File: config.mk
export PLATFORM = sky130hd
export DESIGN_NAME = multicycle_processor
export DESIGN_NICKNAME = d
export VERILOG_FILES = /design/src/rtl/multicycle_processor.sv
export SDC_FILE = /design/constraint.sdc
export NUM_CORES = 1
export LEC_CHECK = 0
export CAP_MARGIN = 20
export CELL_PAD_IN_SITES_DETAIL_PLACEMENT = 1
export CELL_PAD_IN_SITES_GLOBAL_PLACEMENT = 1
export CORE_ASPECT_RATIO = 0.9
export CORE_UTILIZATION = 30
export DETAILED_ROUTE_END_ITERATION = 8
export PLACE_DENSITY = 0.62
export SYNTH_ARGS = -nofsm -noshare
export SYNTH_HDL_FRONTEND = slang
export SYNTH_SLANG_ARGS = --single-unit
File: constraint.sdc
create_clock -name Clock -period 10.6 [get_ports Clock]
set_input_delay 1.59 -clock Clock [delete_from_list [all_inputs] [get_ports Clock]]
set_output_delay 1.59 -clock Clock [all_outputs]
set_load 0.005 [all_outputs]
File: src/rtl/multicycle_processor.sv
// Multicycle processor: eight-register file, shared bus, A/G ALU staging and a four-step
// T0..T3 sequencer executing mv, mvi, add, sub, and, mvnz and NOP instructions.
module multicycle_processor #(
    parameter int N = 16
) (
    input  logic         Clock,
    input  logic         Resetn,
    input  logic         Run,
    input  logic [N-1:0] DIN,
    output logic         Done,
    output logic         Busy,
    output logic [N-1:0] BusWires,
    output logic [N-1:0] R0,
    output logic [N-1:0] R1,
    output logic [8:0]   IR,
    output logic         Z,
    output logic [1:0]   Tstep
);

    typedef enum logic [1:0] {T0 = 2'b00, T1 = 2'b01, T2 = 2'b10, T3 = 2'b11} step_e;

    step_e        state_q, state_d;
    logic [N-1:0] r_q [8];
    logic [N-1:0] a_q, g_q, g_d;
    logic [8:0]   ir_q;
    logic         z_q, z_d;

    logic [7:0]   r_in, r_out, x_oh, y_oh;
    logic         din_out, g_out, ir_in, a_in, g_in, done_c;
    logic [2:0]   opcode, x, y;
    logic         is_alu;

    assign opcode = ir_q[8:6];
    assign x      = ir_q[5:3];
    assign y      = ir_q[2:0];
    assign x_oh   = 8'b1 << x;
    assign y_oh   = 8'b1 << y;
    assign is_alu = opcode inside {3'b010, 3'b011, 3'b100};

    always_ff @(posedge Clock or negedge Resetn) begin
        if (!Resetn) state_q <= T0;
        else         state_q <= state_d;
    end

    always_comb begin
        state_d = state_q;
        case (state_q)
            T0: if (Run) state_d = T1;
            T1: state_d = is_alu ? T2 : T0;
            T2: state_d = T3;
            T3: state_d = T0;
            default: state_d = T0;
        endcase
    end

    always_comb begin
        r_in    = '0;
        r_out   = '0;
        din_out = 1'b0;
        g_out   = 1'b0;
        ir_in   = 1'b0;
        a_in    = 1'b0;
        g_in    = 1'b0;
        done_c  = 1'b0;
        case (state_q)
            T0: ir_in = Run;
            T1: begin
                case (opcode)
                    3'b000: begin r_out = y_oh; r_in = x_oh; done_c = 1'b1; end
                    3'b001: begin din_out = 1'b1; r_in = x_oh; done_c = 1'b1; end
                    3'b010, 3'b011, 3'b100: begin r_out = x_oh; a_in = 1'b1; end
                    3'b101: begin
                        r_out  = y_oh;
                        r_in   = z_q ? 8'b0 : x_oh;
                        done_c = 1'b1;
                    end
                    default: done_c = 1'b1;
                endcase
            end
            T2: begin r_out = y_oh; g_in = 1'b1; end
            T3: begin g_out = 1'b1; r_in = x_oh; done_c = 1'b1; end
            default: ;
        endcase
    end

    always_comb begin
        BusWires = '0;
        if (|r_out) begin
            for (int unsigned i = 0; i < 8; i++)
                if (r_out[i]) BusWires = r_q[i[2:0]];
        end else if (din_out) begin
            BusWires = DIN;
        end else if (g_out) begin
            BusWires = g_q;
        end
    end

    always_comb begin
        case (opcode)
            3'b010:  g_d = a_q + BusWires;
            3'b011:  g_d = a_q - BusWires;
            default: g_d = a_q & BusWires;
        endcase
        z_d = (g_d == '0);
    end

    always_ff @(posedge Clock or negedge Resetn) begin
        if (!Resetn) begin
            for (int unsigned i = 0; i < 8; i++) r_q[i[2:0]] <= '0;
            a_q  <= '0;
            g_q  <= '0;
            ir_q <= '0;
            z_q  <= 1'b0;
        end else begin
            if (ir_in) ir_q <= DIN[8:0];
            if (a_in)  a_q  <= BusWires;
            if (g_in) begin
                g_q <= g_d;
                z_q <= z_d;
            end
            for (int unsigned i = 0; i < 8; i++)
                if (r_in[i]) r_q[i[2:0]] <= BusWires;
        end
    end

    assign R0    = r_q[0];
    assign R1    = r_q[1];
    assign IR    = ir_q;
    assign Z     = z_q;
    assign Tstep = state_q;
    assign Done  = done_c;
    assign Busy  = (state_q != T0);

endmodule
Yosys cells after proc, flatten, opt, wreduce, memory -nomap -nowiden
Index checks and enable logic that the tools add are counted.
- output and inout port bits: 62
- logic and storage cells: 65
- bits of input ports: 19
- register bits: 172
- eq/ne operators: 9
- shift-type cells: 2
- muxes and demuxes: 29
- reduce and logical (&&, ||, !) cells: 9
- bitwise gates (word level): 1
- add/subtract/negate cells: 2
- operators by type and width (kind ; number):
    two-way mux 16 bit ; 11
    case mux 8 bit (2 select lines) ; 4
    case mux 16 bit (2 select lines) ; 1
    adder 16 bit ; 1
    AND 16 bit ; 1
    logical NOT 16 bit ; 1
    left shift 1 x 3 -> 8 bit, first input constant ; 2
    subtractor 16 bit ; 1
    two-way mux 1 bit ; 8
    two-way mux 8 bit ; 1
    case mux 2 bit (4 select lines) ; 1
    OR reduction 8 bit ; 1
    equality test 3 x 2 -> 1 bit, second input constant ; 2
    equality test 3 bit, second input constant ; 2
    equality test 2 bit, second input constant ; 2
    two-way mux 2 bit ; 2
    OR reduction 2 bit ; 2
    equality test 3 x 1 -> 1 bit, second input constant ; 1
    logical NOT 3 bit ; 1
    nonzero test 3 bit ; 1
    OR reduction 3 bit ; 1
    equality test 2 x 1 -> 1 bit, second input constant ; 1
    logical NOT 2 bit ; 1
    != test 2 bit, second input constant ; 1
    other kinds (2) ; 2

Logic depth before layout (Yosys ltp)
- depth in word-level cells: 16
- depth in mapped cells: 31
- mapped depth without buffers: 26

Worst setup path before layout
No wires, ideal clock.
- path kind: reg-to-reg
- start: reg (tool-made name)
- end: reg g_q[15]
- data required time: 10.512 ns
- setup slack: 4.342 ns
- data arrival time: 6.170 ns
- library setup time: 0.088 ns
- period minus slack after synthesis: 6.258 ns
- buffers on the path: 4
- cell stages (with the launch flop): 30
- cell sequence: dfrtp_1 -> inv_1 -> ha_1 -> buf_2 -> nor3b_1 -> o2bb2ai_1 -> buf_2 -> a21oi_1 -> and2_1 -> clkbuf_1 -> a221o_1 -> a221oi_1 -> o22a_1 -> clkbuf_1 -> ha_1 -> nor2_1 -> xnor2_1 -> ha_1 -> o21ai_0 -> a21oi_1 -> o41ai_1 -> o21ai_0 -> nor2_1 -> a21oi_1 -> a31oi_1 -> o21ai_0 -> inv_1 -> or3_1 -> a31o_2 -> a41oi_1
- RTL lines (element ; line ; RTL):
    end signal, assigned ; 118 ; g_q <= g_d;
    end, declared ; 24 ; logic [N-1:0] a_q, g_q, g_d;

Worst setup path in the final report
- start: reg state_q[0], in the netlist Tstep[0]
- end: reg z_q, in the netlist Z
- word-level cells in the longest chain between the ends: 14
- elaborated cells between the ends (all ways): 24
- classes of those cells: add/sub (2); eq/ne (3); mux (16); bitwise (1); reduce/logical (2)
- ends and longest elaborated chain (element ; line ; RTL):
    start, declared ; 22 ; step_e state_q, state_d;
    start signal, assigned ; 42 ; else state_q <= state_d;
    equality test 2 bit / equality test 2 x 1 -> 1 bit (equally long branches) ; 65 ; case (state_q)
    case mux 8 bit (2 select lines) ; 65 ;
    two-way mux 16 bit (8 in series) ; 90 ; if (r_out[i]) BusWires = r_q[i[2:0]];
    two-way mux 16 bit ; 88 ; if (|r_out) begin
    subtractor 16 bit, or another cell as far along ; 101 ; 3'b011: g_d = a_q - BusWires;
    case mux 16 bit (2 select lines) ; 99 ; case (opcode)
    logical NOT 16 bit ; 104 ; z_d = (g_d == '0);
    end signal, assigned ; 119 ; z_q <= z_d;
    end, declared ; 26 ; logic z_q, z_d;
Parallel ways exist; a longest one is shown, timed or not.
A chain may end at the register's enable or synchronous reset.

==> impl_metrics.csv <==
group,metric,value,unit
run_status,outcome,"finished with violations",
run_status,violations,"DRC",
drt,drt_iter0_drc,551,
timing,fin_crit_sh,0.747,
place,dp_hpwl,24600,µm
global_route,use_met2,0.322,
die,fp-row-count,62,
yosys,synth_top_family_by_area,"compound AO/OA/AOI/OAI gates",
worst_hold_path,holdPathStages,1,
drt,firstDrtPassIters,7,
worst_setup_path,slowest_delay,0.80,ns
worst_setup_path,critPathMaxFanout,33,
worst_setup_path,rrSetupSlack,2.68,ns
worst_hold_path,worst_hold_path_type,"flop to flop",
yosys,synth.top_cell.area_share,0.435,
cts,cts_post_setup_buffers_inserted,0,
cts,worstSkewPairLatency,0.45,ns
worst_setup_path,cp.buffers_inverters,3,
finish,fillCellCount,3737,
finish,area_delta_synth_final,16.3,%
global_route,grt_overflow_total,0,
yosys,synth_cells,1156,
die,start_util,0.308,
yosys,synthDistinctLibCells,82,
place,dp_slack,2.28,ns
cts,numCtsBuffers,17,
worst_hold_path,min_from,"g_q[0]",
cts,cts_tree,"yes",
yosys,synth_xor_area_frac,0.0257,
worst_hold_path,min_to,"g_q[0]",
worst_setup_path,cp-startpoint,"Tstep[0]",
yosys,synth.mux.area_fraction,0.0168,
timing,tns,0,ns
yosys,synth_edf_count,0,
cts,cts-htree-levels,4,
worst_setup_path,r2r_start,"Tstep[0]",
yosys,yosys_register_bits,172,
worst_setup_path,cp.required,10.95,ns
place,portBuffers,80,
yosys,synth_largest_area_cell,"dfrtp_1",
drt,routed_wl,34000,µm
drt,viasPerCell,5.44,
timing,final_max_slew_viol_count,0,
place,place_congestion,0.868,
yosys,synthTopCellsByCount,"203 x nand2_1, 177 x o21ai_0, 172 x dfrtp_1",
finish,postLayoutCoreUtil,0.358,
yosys,synth_area,9900,µm²
global_route,grt_pass1_wl,53100,µm
job,cap_violations,0,
timing,skew,0.0113,ns
finish,num_antenna_cells,0,
yosys,synth_adder_area_share,0.0298,
global_route,grt_pass1_vias,8574,
finish,drive_above_1_share,0.0792,
yosys,syn_nets,1198,
global_route,grt_usage,0.206,
yosys,syn-mean-instance-area,8.57,µm²
yosys,synth_most_common_cell,"nand2_1",
die,die_h,174,µm
timing,rsz0062_at_grt,"false",
drt,post_drt_wl_per_cell,21.4,µm
worst_setup_path,reg2reg_to,"Z",
global_route,grtUsageMet3,0.0299,
yosys,ys_seq_area_frac,0.435,
timing,layout_setup_ws,2.68,ns
drt,remaining_drc_errors,7,
yosys,yosys_warnings,0,
yosys,async_flop_share,1.00,
worst_setup_path,critPathLaunchType,"flop",
worst_setup_path,arrival,8.27,ns
timing,setup_violations,0,
yosys,synthFlopType,"dfrtp_1",
drt,ant_nets,0,
worst_setup_path,reg2reg_depth,26,
die,die_w,194,µm
timing,finalCriticalPeriod,7.92,ns
drt,vias,8645,
timing,fmax,126,MHz
timing,worstMarginPinSlew,0.994,ns
yosys,synth_compound_gate_area_share,0.241,
global_route,busiest_layer,"met2",
cts,root_buffer,"clkbuf_16",
global_route,use_met1,0.294,
finish,final_nets,1204,
yosys,synth_simple_gate_area_frac,0.177,
die,core_area,32200,µm²
cts,path_clk_slew,0.07,ns
cts,clockBufferDepth,2,
worst_setup_path,critPathKind,"flop to flop",
worst_setup_path,cpMaxStageDelayCell,"o2bb2ai_1",
worst_setup_path,endpoint_kind,"flop",
die,io_pins,81,
global_route,grt_antenna_before_repair,0,
worst_setup_path,cp_top_family,"compound AO/OA/AOI/OAI gates",
global_route,grt_max_degree,100,
yosys,yosys-top-cells-area,"dfrtp_1 43%, o21ai_0 8.9%, nand2_1 7.7%",
cts,clock-sinks,172,
timing,max_slew_margin,0.337,
cts,hold_buffers,0,
die,die_area,33700,µm²
timing,hold_viol,0,
cts,post_cts_resized,0,
## routing by layer
layer  vias up  wire (µm)
li1       4069          -
met1      4370      16500
met4         0        518
met5         -          0
met2       172      15800
met3        34       1160
## flip-flops by register name, summed over array words and instances (netlist names), named ones only
name   flops
IR         9
R0        16
R1        16
Tstep      1
Z          1
a_q       16
g_q       16
r_q       96
## metrics by stage
step                std cells  area (µm²)  hold WS [ns]
global placement         1551       10800         0.457
CTS                      1582       11300         0.478
global route             1590       11500         0.495
detailed placement       1551       10800         0.463
finish                   1590       11500         0.481
floorplan                1156        9900         0.441
## cell type report
type,instances,area (µm²),share of cell area
flip-flops and latches,172,4300,0.374
well taps,416,520,0.0452
clock inverters,10,91.3,0.00793
clock buffers,21,470,0.0409
repair buffers,106,1120,0.0977
multi-input cells,829,4870,0.423
inverters,36,135,0.0117
## worst register-to-register path, delay by kind of cell (launching register included)
family          cells  cell delay (ns)
buf+inv             3             0.64
xor+xnor            2             0.25
simple gates        5             0.99
compound gates     13             4.66
fa+ha+maj           3             0.85
flops               1             0.42
## cells by family (layout without fill, tap and decap cells)
logic type / after synthesis / in the layout
buffers and inverters: 155 / 173
XOR/XNOR: 29 / 29
adder cells (fa/ha/maj): 23 / 23
AND/OR/NAND/NOR: 383 / 383
flip-flops: 172 / 172
AO/OA/AOI/OAI: 379 / 379
multiplexers: 15 / 15
## how the worst max path moves through the flow
stage / to / depth (start not counted)
3_3_place_gp: g_q[15] / 26
4_1_cts: g_q[15] / 26
5_1_grt: Z / 26
6_report: Z / 26
2_1_floorplan: g_q[15] / 29
3_5_place_dp: g_q[15] / 26
## cells in the final DEF, fill, tap and decap left out, types with 15 or more instances in the layout
cell type        count
clkbuf_16           17
and3_1              15
buf_4               18
dfrtp_1            172
inv_1               35
nor3_1              19
nand3_1             36
clkdlybuf4s50_1     79
a21oi_1             70
o21ai_0            177
a211oi_1            15
ha_1                22
xnor2_1             26
nor2_1              53
nand2_1            203
Power is left out: the tool's default activity adds up to more than one toggle a clock period on the data nets, which glitch-free logic cannot reach.
